$ cat src/rtl/uart_pkg.sv
// Shared state encoding and default parameters for the UART transmit arbiter.
package uart_pkg;

  typedef enum logic [1:0] {
    StIdle     = 2'd0,
    StWaitAcc  = 2'd1,
    StWaitDone = 2'd2
  } arb_state_e;

  localparam int unsigned DefNReq    = 4;
  localparam int unsigned DefWidth   = 8;
  localparam int unsigned DefTimeout = 15;
  localparam int unsigned FrameCntW  = 16;

endpackage

$ cat src/rtl/rr_picker.sv
// Round-robin requester selection: rotate so ptr sits at bit 0, take the lowest
// set bit, then rotate the index back.
module rr_picker
  import uart_pkg::*;
#(
  parameter int unsigned N_REQ = DefNReq
) (
  input  logic [N_REQ-1:0]         req_valid,
  input  logic [$clog2(N_REQ)-1:0] ptr,
  output logic                     any,
  output logic [$clog2(N_REQ)-1:0] winner
);

  localparam int unsigned IdxW = $clog2(N_REQ);

  logic [2*N_REQ-1:0] doubled;
  logic [N_REQ-1:0]   rotated;
  logic [IdxW-1:0]    offset;
  logic [IdxW:0]      sum;

  assign doubled = {req_valid, req_valid};
  assign rotated = N_REQ'(doubled >> ptr);
  assign any     = |req_valid;

  always_comb begin
    offset = '0;
    for (int i = int'(N_REQ) - 1; i >= 0; i--) begin
      if (rotated[i]) offset = IdxW'(i);
    end
  end

  // Explicit modulo so non-power-of-two requester counts wrap correctly.
  assign sum    = {1'b0, offset} + {1'b0, ptr};
  assign winner = (sum >= (IdxW + 1)'(N_REQ)) ? IdxW'(sum - (IdxW + 1)'(N_REQ))
                                              : sum[IdxW-1:0];

endmodule

$ cat src/rtl/uart_tx_arbiter.sv
// Round-robin arbiter sharing one UART transmitter between several byte producers,
// with start-acknowledge timeout and a completed-frame counter.
module uart_tx_arbiter
  import uart_pkg::*;
#(
  parameter int unsigned N_REQ   = DefNReq,
  parameter int unsigned WIDTH   = DefWidth,
  parameter int unsigned TIMEOUT = DefTimeout
) (
  input  logic                     clk_baud,
  input  logic                     rst,
  input  logic [N_REQ-1:0]         req_valid,
  input  logic [N_REQ*WIDTH-1:0]   req_data,
  output logic [N_REQ-1:0]         req_ready,
  output logic                     tx_start,
  output logic [WIDTH-1:0]         tx_data,
  input  logic                     tx_busy,
  output logic [$clog2(N_REQ)-1:0] grant_id,
  output logic                     arb_busy,
  output logic                     timeout_err,
  output logic [FrameCntW-1:0]     frame_cnt
);

  localparam int unsigned IdxW = $clog2(N_REQ);
  localparam int unsigned CntW = 8;
  localparam logic [CntW-1:0] CntLast = CntW'(TIMEOUT - 1);

  arb_state_e           state_q, state_d;
  logic [IdxW-1:0]      ptr_q, ptr_d;
  logic [CntW-1:0]      cnt_q, cnt_d;
  logic [N_REQ-1:0]     ready_q, ready_d;
  logic                 start_q, start_d;
  logic [WIDTH-1:0]     data_q, data_d;
  logic [IdxW-1:0]      gid_q, gid_d;
  logic                 tout_q, tout_d;
  logic [FrameCntW-1:0] frames_q, frames_d;

  logic                 pick_any;
  logic [IdxW-1:0]      pick_idx;
  logic [WIDTH-1:0]     pick_data;
  logic [IdxW-1:0]      next_ptr;

  rr_picker #(
    .N_REQ(N_REQ)
  ) u_picker (
    .req_valid(req_valid),
    .ptr      (ptr_q),
    .any      (pick_any),
    .winner   (pick_idx)
  );

  always_comb begin
    pick_data = '0;
    for (int unsigned i = 0; i < N_REQ; i++) begin
      if (pick_idx == IdxW'(i)) pick_data = req_data[i*WIDTH +: WIDTH];
    end
  end

  // The pointer always moves one past the last granted requester, served or not.
  assign next_ptr = (gid_q == IdxW'(N_REQ - 1)) ? '0 : gid_q + IdxW'(1);

  always_comb begin
    state_d  = state_q;
    ptr_d    = ptr_q;
    cnt_d    = cnt_q;
    ready_d  = '0;
    start_d  = 1'b0;
    data_d   = data_q;
    gid_d    = gid_q;
    tout_d   = 1'b0;
    frames_d = frames_q;
    unique case (state_q)
      StIdle: begin
        if (pick_any) begin
          gid_d   = pick_idx;
          data_d  = pick_data;
          ready_d = N_REQ'(1) << pick_idx;
          start_d = 1'b1;
          cnt_d   = '0;
          state_d = StWaitAcc;
        end
      end
      StWaitAcc: begin
        // A busy rise on the expiry cycle still counts as accepted.
        if (tx_busy) begin
          state_d = StWaitDone;
        end else if (cnt_q == CntLast) begin
          tout_d  = 1'b1;
          ptr_d   = next_ptr;
          state_d = StIdle;
        end else begin
          cnt_d = cnt_q + CntW'(1);
        end
      end
      StWaitDone: begin
        if (!tx_busy) begin
          frames_d = frames_q + FrameCntW'(1);
          ptr_d    = next_ptr;
          state_d  = StIdle;
        end
      end
      default: state_d = StIdle;
    endcase
  end

  always_ff @(posedge clk_baud or negedge rst) begin
    if (!rst) begin
      state_q  <= StIdle;
      ptr_q    <= '0;
      cnt_q    <= '0;
      ready_q  <= '0;
      start_q  <= 1'b0;
      data_q   <= '0;
      gid_q    <= '0;
      tout_q   <= 1'b0;
      frames_q <= '0;
    end else begin
      state_q  <= state_d;
      ptr_q    <= ptr_d;
      cnt_q    <= cnt_d;
      ready_q  <= ready_d;
      start_q  <= start_d;
      data_q   <= data_d;
      gid_q    <= gid_d;
      tout_q   <= tout_d;
      frames_q <= frames_d;
    end
  end

  assign req_ready   = ready_q;
  assign tx_start    = start_q;
  assign tx_data     = data_q;
  assign grant_id    = gid_q;
  assign arb_busy    = (state_q != StIdle);
  assign timeout_err = tout_q;
  assign frame_cnt   = frames_q;

endmodule

$ cat config.mk
export PLATFORM = sky130hd
export DESIGN_NAME = uart_tx_arbiter
export DESIGN_NICKNAME = d
export VERILOG_FILES = /design/src/rtl/uart_pkg.sv /design/src/rtl/rr_picker.sv /design/src/rtl/uart_tx_arbiter.sv
export SDC_FILE = /design/constraint.sdc
export NUM_CORES = 1
export LEC_CHECK = 0
export ABC_AREA = 1
export BUFFER_PORTS_ARGS = -buffer_cell sky130_fd_sc_hd__buf_4
export CAP_MARGIN = 20
export CORE_MARGIN = 4
export CORE_UTILIZATION = 58
export CTS_BUF_LIST = sky130_fd_sc_hd__clkbuf_4
export CTS_CLUSTER_DIAMETER = 60
export CTS_CLUSTER_SIZE = 20
export DETAILED_ROUTE_END_ITERATION = 12
export HOLD_SLACK_MARGIN = 0.02
export PLACE_DENSITY = 0.88
export RECOVER_POWER = 100
export SLEW_MARGIN = 20
export SYNTH_ARGS = -nofsm -noshare
export SYNTH_HDL_FRONTEND = slang
export SYNTH_SLANG_ARGS = --single-unit
$ cat constraint.sdc
create_clock -name clk_baud -period 3.3 [get_ports clk_baud]
set_input_delay 0.165 -clock clk_baud [delete_from_list [all_inputs] [get_ports clk_baud]]
set_output_delay 0.165 -clock clk_baud [all_outputs]
set_load 0.01 [all_outputs]
; ---- Word-level counts from Yosys, hierarchy flattened
; Index checks and enable logic that the tools add are counted.
[word_totals]
in_bits = 39
word_cells = 72
output_inout_bits = 33
regBits = 44
[classes]
n_lt_le_gt_ge = 1
bitwise = 1
n_eq_ne = 13
n_mux = 30
n_reduce_logical = 11
shifts = 2
n_addsub = 5
[op_table]
columns = op, count
row1 = two-way mux 8 bit, 7
row2 = two-way mux 2 bit, 13
row3 = adder 16 x 1 -> 16 bit (second input constant), 1
row4 = case mux 8 bit (2 select lines), 1
row5 = != test 2 bit (second input constant), 5
row6 = adder 8 x 1 -> 8 bit (second input constant), 1
row7 = == test 2 bit (second input constant), 4
row8 = == test 8 x 4 -> 1 bit (second input constant), 1
row9 = two-way mux 4 bit, 2
row10 = AND reduction 4 bit, 2
row11 = >> shifter 8 x 2 -> 4 bit, 1
row12 = case mux 2 bit (3 select lines), 1
row13 = nonzero test 2 bit, 3
row14 = two-way mux 1 bit, 5
row15 = == test 2 x 1 -> 1 bit (second input constant), 2
row16 = logical NOT 2 bit, 2
row17 = case mux 2 bit (2 select lines), 1
row18 = AND reduction 2 bit, 2
row19 = OR reduction 4 bit, 1
row20 = left shift 1 x 2 -> 4 bit (first input constant), 1
row21 = adder 2 x 2 -> 3 bit, 1
row22 = greater-or-equal comparator 3 bit (second input constant), 1
row23 = != test 3 bit (second input constant), 1
row24 = AND reduction 3 bit, 1
row25 = other kinds (3), 3

; ---- Longest topological paths before layout
; Gate-level depths: netlist of run 1.
[logic_depth]
ltp_word = 13
depth_mapped = 16
mapped_depth_nobuf = 16

; ---- By module
; A second synthesis of run 1 with hierarchy kept.
[hier_totals]
cells_unflattened = 329
area_unflattened_um2 = 2482.4
[modules_own_cells]
columns = mod, cells_each, n_inst, seq_area_each_um2, area_per_inst_um2
row1 = uart_tx_arbiter, 294, 1, 1101.1, 2314.7
row2 = rr_picker, 35, 1, 0.0, 167.7

; ---- Worst setup path before layout of run 1
; OpenSTA, ideal clock, no wires.
[synth_path]
kind = register to register
start = reg ptr_q[0]
end = reg data_q[0] (netlist: tx_data[0])
path_stages_with_launch = 17
arrival_ns = 1.911
synth_period_minus_slack_ns = 2.027
t_required_ns = 3.184
setup_slack_ns = 1.273
setup_time_ns = 0.116
path_buffers = 1
path_cell_list = dfrtp_1 inv_2 nand2_1 nand3_1 nand2_1 nand3_1 a21boi_0 ha_1 xnor2_1 inv_1 nand2_4 nand2_4 buf_8 nand4_1 nand2_1 inv_1 nand2_1
[synth_via]
elab_chain_cells = 13
word_cells_on_any_way = 17
cone_classes = add/sub: 2 / order compare: 1 / eq/ne: 3 / shift: 1 / mux: 9 / reduce/logical: 1
[synth_lines]
columns = item, line
row1 = start: declaration, uart_tx_arbiter.sv:29  ; logic [IdxW-1:0] ptr_q, ptr_d;
row2 = start signal: assignment, uart_tx_arbiter.sv:119  ; ptr_q <= ptr_d;
row3 = >> shifter 8 x 2 -> 4 bit, rr_picker.sv:22  ; assign rotated = N_REQ'(doubled >> ptr);
row4 = two-way mux 2 bit (4 in a row), rr_picker.sv:28  ; if (rotated[i]) offset = IdxW'(i);
row5 = adder 2 x 2 -> 3 bit *, rr_picker.sv:33  ; assign sum = {1'b0, offset} + {1'b0, ptr};
row6 = greater-or-equal comparator 3 bit / subtractor 2 x 1 -> 2 bit (equally long branches), rr_picker.sv:34  ; assign winner = (sum >= (IdxW + 1)'(N_REQ)) ? IdxW'(sum - (IdxW + 1)'(N_REQ))
row7 = two-way mux 2 bit *, rr_picker.sv:34
row8 = logical NOT 2 bit, uart_tx_arbiter.sv:55  ; if (pick_idx == IdxW'(i)) pick_data = req_data[i*WIDTH +: WIDTH];
row9 = two-way mux 8 bit (3 in a row), uart_tx_arbiter.sv:55
row10 = two-way mux 8 bit *, uart_tx_arbiter.sv:55
row11 = end signal: assignment, uart_tx_arbiter.sv:123  ; data_q <= data_d;
row12 = end: declaration, uart_tx_arbiter.sv:33  ; logic [WIDTH-1:0] data_q, data_d;
; Mark *: on every way between the ends. The rest lies on a longest branch, timed or not.
; A chain may end at the register's enable or synchronous reset.

; ---- Final worst setup path of run 1
[layout_path]
start = reg ptr_q[1]
end = reg data_q[4] (netlist: tx_data[4])
; The elaborated chain is that of the path after synthesis.

==> results of run 1 <==
## cell families (layout without fill, tap and decap cells)
| logic type | after synthesis | in the layout |
|---|---|---|
| AO/OA/AOI/OAI | 23 | 23 |
| XOR/XNOR | 18 | 18 |
| adder cells (fa/ha/maj) | 5 | 5 |
| buffers and inverters | 39 | 110 |
| flip-flops | 44 | 44 |
| AND/OR/NAND/NOR | 177 | 177 |
## layer usage
| layer | up-vias | wire length (microns) |
|---|---|---|
| met1 | 1049 | 2430 |
| li1 | 1129 | - |
| met2 | 99 | 2760 |
| met5 | - | 0 |
| met3 | 12 | 393 |
| met4 | 0 | 114 |
## flip-flops by register name, indices dropped and copies added, names as in the netlist
register and flops:
frame_cnt 16, cnt_q 8, tx_data 8, req_ready 4
grant_id 2, ptr_q 2, state_q 2, timeout_err 1
tx_start 1
## what timing repair did
action,in CTS,in global routing
gates resized for setup,0,0
setup endpoints to repair,0,0
endpoints found under the hold margin,44,0
hold buffers,1,0
## worst register-to-register path: cells and delay by family, from the launching register on
kind | cells | cell delay (ns)
buffers and inverters | 2 | 0.24
AOI/OAI and AO/OA | 1 | 0.17
xor gates and xnor gates | 1 | 0.20
DFF | 1 | 0.47
and+or+nand+nor | 10 | 1.50
adders and majority gates | 1 | 0.19
## through the flow
| step | std cells | total power [uW] | area, sq um | setup WS [ns] |
|---|---|---|---|---|
| after CTS | 427 | 2700 | 3070 | 0.721 |
| after detailed placement | 419 | 2450 | 3010 | 0.743 |
| after global routing | 427 | 2800 | 2880 | 0.271 |
| final | 427 | 2570 | 2880 | 0.480 |
| after floorplan | 306 | 2110 | 2470 | 1.27 |
| after global placement | 419 | 2390 | 3010 | 0.859 |
## worst max-delay path by stage
stage                  start  slack [ns]  cells past startpoint         end
finish              ptr_q[1]        0.48                     15  tx_data[4]
detailed placement  ptr_q[0]        0.74                     12  tx_data[3]
global route        ptr_q[0]        0.27                     16  tx_data[4]
global placement    ptr_q[0]        0.86                     12  tx_data[5]
floorplan           ptr_q[0]        1.27                     16  tx_data[0]
CTS                 ptr_q[0]        0.72                     12  tx_data[3]
## synth_stat cells
library cell / n / area (sq um)
a21boi_0: 1 / 7.51
a21oi_1: 12 / 60.1
a31oi_1: 2 / 12.5
buf_2: 1 / 5.00
buf_6: 2 / 22.5
buf_8: 1 / 15.0
clkbuf_1: 3 / 11.3
clkbuf_4: 1 / 7.51
dfrtp_1: 44 / 1100
ha_1: 5 / 62.6
inv_1: 28 / 105
inv_2: 3 / 11.3
nand2_1: 85 / 319
nand2_2: 5 / 31.3
nand2_4: 4 / 45.0
nand3_1: 21 / 105
nand3_2: 1 / 10.0
nand3_4: 1 / 17.5
nand4_1: 22 / 138
nor2_1: 29 / 109
nor2_2: 4 / 25.0
nor2_4: 2 / 22.5
nor3_1: 2 / 10.0
nor3_4: 1 / 16.3
o21a_1: 1 / 7.51
o21ai_0: 5 / 25.0
o21ai_1: 1 / 5.00
o41ai_1: 1 / 8.76
xnor2_1: 8 / 70.1
xor2_1: 10 / 87.6
## report_power, final
part / switching (uW) / internal (uW)
Combinational: 1050 / 477
Sequential: 115 / 680
Clock: 170 / 77.8
Total: 1330 / 1230
## area by class of cell
cell class	count	area (sq um)
multi-input cells	223	1140
fillers	356	1180
clock buffers	5	37.5
repair buffers	72	415
flip-flops and latches	44	1100
clock inverters	2	12.5
well taps	50	62.6
inverters	31	116
==> results.md, run 1 <==
- Status: finished, violations left
- Failing checks: max-capacitance violations, max-slew violations
- Min Tclk post-route: 2.82 ns
- Worst Path Max Fanout: 17
- Crit path largest cell delay: 0.47 ns
- CTS root buffer: clkbuf_4
- Core area: 0.00406 sq mm
- CTS max path bufs: 2
- Synth Area in Adders: 2.53%
- CP Capture Type: flop
- Routed Wire Length: 5700 microns
- Synth Area in Compound Gates: 5.11%
- Combinational family with the most area after synthesis: simple AND/OR/NAND/NOR gates
- Area share of xor/xnor cells in the synthesized design: under 10%
- Cells after Synth: 306
- Startpoint types: flop
- DR vias/cell: 5.36
- Slew Viols, Final: 45
- Total grt overflow: 0
- Required time of the worst setup path: 3.60 ns
- Fmax: 355 MHz
- H-tree depth: 2
- Distinct cell type count after synthesis: 30
- Most frequent cells in the layout: nand2_1, dfrtp_1, buf_4
- PwrDens: a little under 900 mW/mm^2
- Syn nets: 350
- Max VDD drop: 0.615 mV
- Hold/Removal Path Class: in2reg
- Largest net degree at the start of global routing: 45
- Final hold vios: 0
- Yosys warning count: 0
- Reg2Reg Depth: 15
- Hold Crit Depth: 3
- Final Skew: around 0.011 ns
- Reg2reg end: tx_data[4]
- Antenna diode count: 0
- GRT met1 Usage: 29.3%
- Slew HR: -51.8%
- Most common library cell in the layout ignoring fill and taps: nand2_1
- Gr busiest metal: met2
- Die ar.: 0.00537 sq mm
- WHS: ~0.073 ns
- CTS tree: done
- Final worst path period share: about 85%
- R2r setup slk: 0.48 ns
- Ratio of cells with drive above 1 in the final layout: around 14%
- RSZ-0062 raised after global routing: false
- Post-route setup TNS: 0 ns
- Leak pwr: 0.00152 uW
- Simple-gate share of the synthesized area: 34.3%
- CP arrival: 3.12 ns
- Total GRT Usage: between 20 and 25%
- Synthesized area per cell: 8.08 sq um
- Mux cell area share after synthesis: 0%
- Met3 usage: 4.79%
- WL/cell: between 10 and 15 microns
- Layout Utilization: 71.0%
- Post-route DRC: 0
- Sink Count: 44
- I/O pins: 72
- Synth Cell Area: 0.00247 sq mm
- FP Rows: 23
- CP Cell Sequence: inv_1 > nand3_1 > nand2_1 > nand3_1 > a21boi_0 > ha_1 > xnor2_1 > inv_1 > nand2_1 > nand2_4 > nand2_1 > nand2_4 > nor2_1 > nand2_1 > nand2_1
- Die X: approximately 73 microns
- Post-CTS setup buffer count: 0
- CP dominant cell by count: nand2_1
- Vias post-DR: 2289
- Maxcap violations: 1
- Seq cells post-synth: 44
- Clock Latency Late Sink: roughly 0.36 ns
- Die H: 73.3 microns
- Least-Margin Pin Slew: around 2.3 ns
- Hold Crit Endpoint: state_q[1]
- Drt first pass iters: 5
- DR iter-0 viols: 140
- Min-delay src: tx_busy
- Final Setup Violations: 0
- RR Startpoint: ptr_q[1]
- Vias in the first global route: 2174
- Final net count: 421
- CTS buffer count: 5
- GR Util met2: 37.0%
- Slowest-stage cell, CP: dfrtp_1
- Gp weighted congestion: 0.929
- CP Buf/Inv Count: 2
- Worst Setup Path Type: reg2reg
- Starting density of the core: between 60% and 70%
- CP top delay family: simple AND/OR/NAND/NOR gates
- Port Buffer Count: between 70 and 80
- Sequential cell area fraction in the yosys report: 44.5%
- HPWL after detailed placement: about 4300 microns
- First-pass GRT wire length: 9380 microns
- Post-route ant nets: 0
- Antenna violations before repair: 0
- Worst-path clk slew: approximately 0.13 ns
- Area grow syn2layout: 16.5%
No activity file was read; power rests on OpenSTA's default activity.
==> run 2: changes to the inputs <==
--- a/config.mk
+++ b/config.mk
@@ -8,2 +8,3 @@
 export ABC_AREA = 1
+export ABC_CLOCK_PERIOD_IN_PS = 3300
 export BUFFER_PORTS_ARGS = -buffer_cell sky130_fd_sc_hd__buf_4
@@ -11,3 +12,3 @@
 export CORE_MARGIN = 4
-export CORE_UTILIZATION = 58
+export CORE_UTILIZATION = 23
 export CTS_BUF_LIST = sky130_fd_sc_hd__clkbuf_4
@@ -17,3 +18,2 @@
 export HOLD_SLACK_MARGIN = 0.02
-export PLACE_DENSITY = 0.88
 export RECOVER_POWER = 100
==> constraint.sdc (replaced) <==
create_clock -name clk_baud -period 3.3 [get_ports clk_baud]
set_input_delay 0.495 -clock clk_baud [delete_from_list [all_inputs] [get_ports clk_baud]]
set_output_delay 0.495 -clock clk_baud [all_outputs]
set_load 0.01 [all_outputs]
==> run 2 against run 1 <==
  * Wire length grew 10%
  * Sequential share of layout area shrank 1.5 points
  * Largest power group unchanged
  * Clock skew grew 0.0040 ns
  * Critical path type unchanged
  * The run still ends with max-capacitance violations, max-slew violations left
  * Utilization shrank 42 points
==> results.md, run 2 (synthesis gave the netlist of run 1 again) <==
- Clock Power Share: 9.7%
- CP Cell Sequence: inv_1 > nand2_1 > nand3_1 > nand2_1 > nand3_1 > a21boi_0 > ha_1 > inv_1 > nand2_1 > nand3_1 > nand2_1 > nand2_1
- Status: finished, violations left
- Total grt overflow: 0
- Final Setup Violations: 0
- Reg area: 0.00110 sq mm
- Worst setup startpoint: ptr_q[0]
- Post-route setup TNS: 0 ns
- Post-route ant nets: 0
- Slowest-stage cell, CP: ha_1
- Antenna diode count: 0
- Final worst path period share: 85.8%
- Antenna violations before repair: 0
- Clock Latency Late Sink: 0.35 ns
- Post-route setup slack: ~0.47 ns
- R2r setup slk: roughly 0.47 ns
- Failing checks: max-capacitance violations, max-slew violations
- Starting density of the core: 23.7%
- Die ar.: 0.0125 sq mm
- Final instance area: 0.00300 sq mm
- CTS buffer count: 5
- RSZ-0062 raised after global routing: false
- Post-route DRC: 0
- RR Startpoint: ptr_q[0]
- Placed cell area: 0.00312 sq mm
- Multi-input logic area: about 0.0011 sq mm
- Vias post-DR: 2195
- Fmax: 353 MHz
- Largest net degree at the start of global routing: 45
- CTS root buffer: clkbuf_4
- Sw power: 1380 uW
- PwrDens: 878 mW/mm^2
- CTS tree: done
- Final net count: 421
- Min-delay src: tx_busy
- CP dominant cell by count: nand2_1
- Startpoint types: flop
- # hold bufs at CTS: 0
- Worst Setup Path Type: reg2reg
- DR vias/cell: about 4.3
- Hold/Removal Path Class: in2reg
- Post_cts resized: 0
- CP arrival: 3.09 ns
- Core area: roughly 0.010 sq mm
- Ratio of cells with drive above 1 in the final layout: 14.0%
- Die X: 112 microns
- Crit path largest cell delay: 0.76 ns
- Vias in the first global route: 2214
- Comb pwr share: between 60% and 70%
- Min Tclk post-route: roughly 2.8 ns
- Worst Path Max Fanout: 20
- Required time of the worst setup path: 3.56 ns
- Drt first pass iters: 4
- Final hold vios: 0
- First-pass GRT wire length: around 11000 microns
- WL/cell: between 10 and 15 microns
- Maxcap violations: 1
- Max VDD drop: 0.401 mV
- Cell internal pwr: 1250 uW
- CTS max path bufs: 2
- DR iter-0 viols: 102
- Final Skew: approximately 0.015 ns
- Most common library cell in the layout ignoring fill and taps: nand2_1
- Leak pwr: 0.00153 uW
- Gp weighted congestion: 0.887
- Sink Count: 44
- HPWL after detailed placement: 4760 microns
- Least-Margin Pin Slew: 2.40 ns
- Area grow syn2layout: 21.1%
- Routed Wire Length: 6290 microns
- Switching share of power: a little over half
- Slew Viols, Final: 45
- H-tree depth: 2
- Total GRT Usage: 10.3%
- Worst-path clk slew: 0.14 ns
- FP Rows: 37
- Fillers: roughly 1200
- Seq pwr share: a little under a third
- I/O pins: 72
- Slew HR: -59.7%
- CP Capture Type: flop
- Most frequent cells in the layout: nand2_1, dfrtp_1, buf_4
- Max FFs per register: 16
- Die H: 112 microns
- Post-CTS setup buffer count: 0
- Port Buffer Count: ~70
- Placement Setup Slack: 0.607 ns
[run 2: per-stage QoR]
stage               util [%]  total power [uW]  std cells  hold WS, ns
global placement        30.0              2470        506        0.463
floorplan                  -              2110        306        0.199
global route            28.8              2900        514        0.379
CTS                     30.5              2760        514        0.132
finish                  28.8              2630        514        0.389
detailed placement      30.0              2500        506        0.474
[run 2: critical path: cells and delay by family (launching register included)]
family                     cells  cell delay (ns)
and+or+nand+nor                8             0.88
adders and majority gates      1             0.76
buffers and inverters          2             0.52
DFF                            1             0.48
AOI/OAI and AO/OA              1             0.08
[run 2: routing by layer]
metal	GRT usage (%)	vias to the layer above	wire length (microns)
met3	2.39	7	303
li1	-	1133	-
met4	2.76	0	61
met2	15.7	62	2760
met5	0	-	0
met1	14.5	993	3160
[run 2: path summary, 6_finish.rpt]
| path | to | cells past startpoint |
|---|---|---|
| min in group asynchronous | timeout_err | 1 |
| worst min register to register | frame_cnt[15] | 1 |
| worst max register to register | tx_data[0] | 12 |
| max in group asynchronous | frame_cnt[8] | 1 |
| worst min-delay path | state_q[1] | 3 |
| worst max-delay path | tx_data[0] | 12 |
[run 2: layout make-up]
cell class / instances / area share (%)
Clock inverter: 3 / 0.459
Inverter: 31 / 3.88
Clock buffer: 5 / 1.25
Timing Repair Buffer: 72 / 13.7
Multi-Input combinational cell: 223 / 38.3
Sequential cell: 44 / 36.7
Tap cell: 136 / 5.68
[run 2: power by group through the flow]
stage | Sequential, uW | Combinational (uW) | Clock [uW]
4_1_cts | 803 | 1690 | 272
6_report | 798 | 1580 | 255
3_5_place_dp | 811 | 1690 | 0
2_1_floorplan | 826 | 1280 | 0
3_3_place_gp | 814 | 1660 | 0
5_1_grt | 821 | 1790 | 289
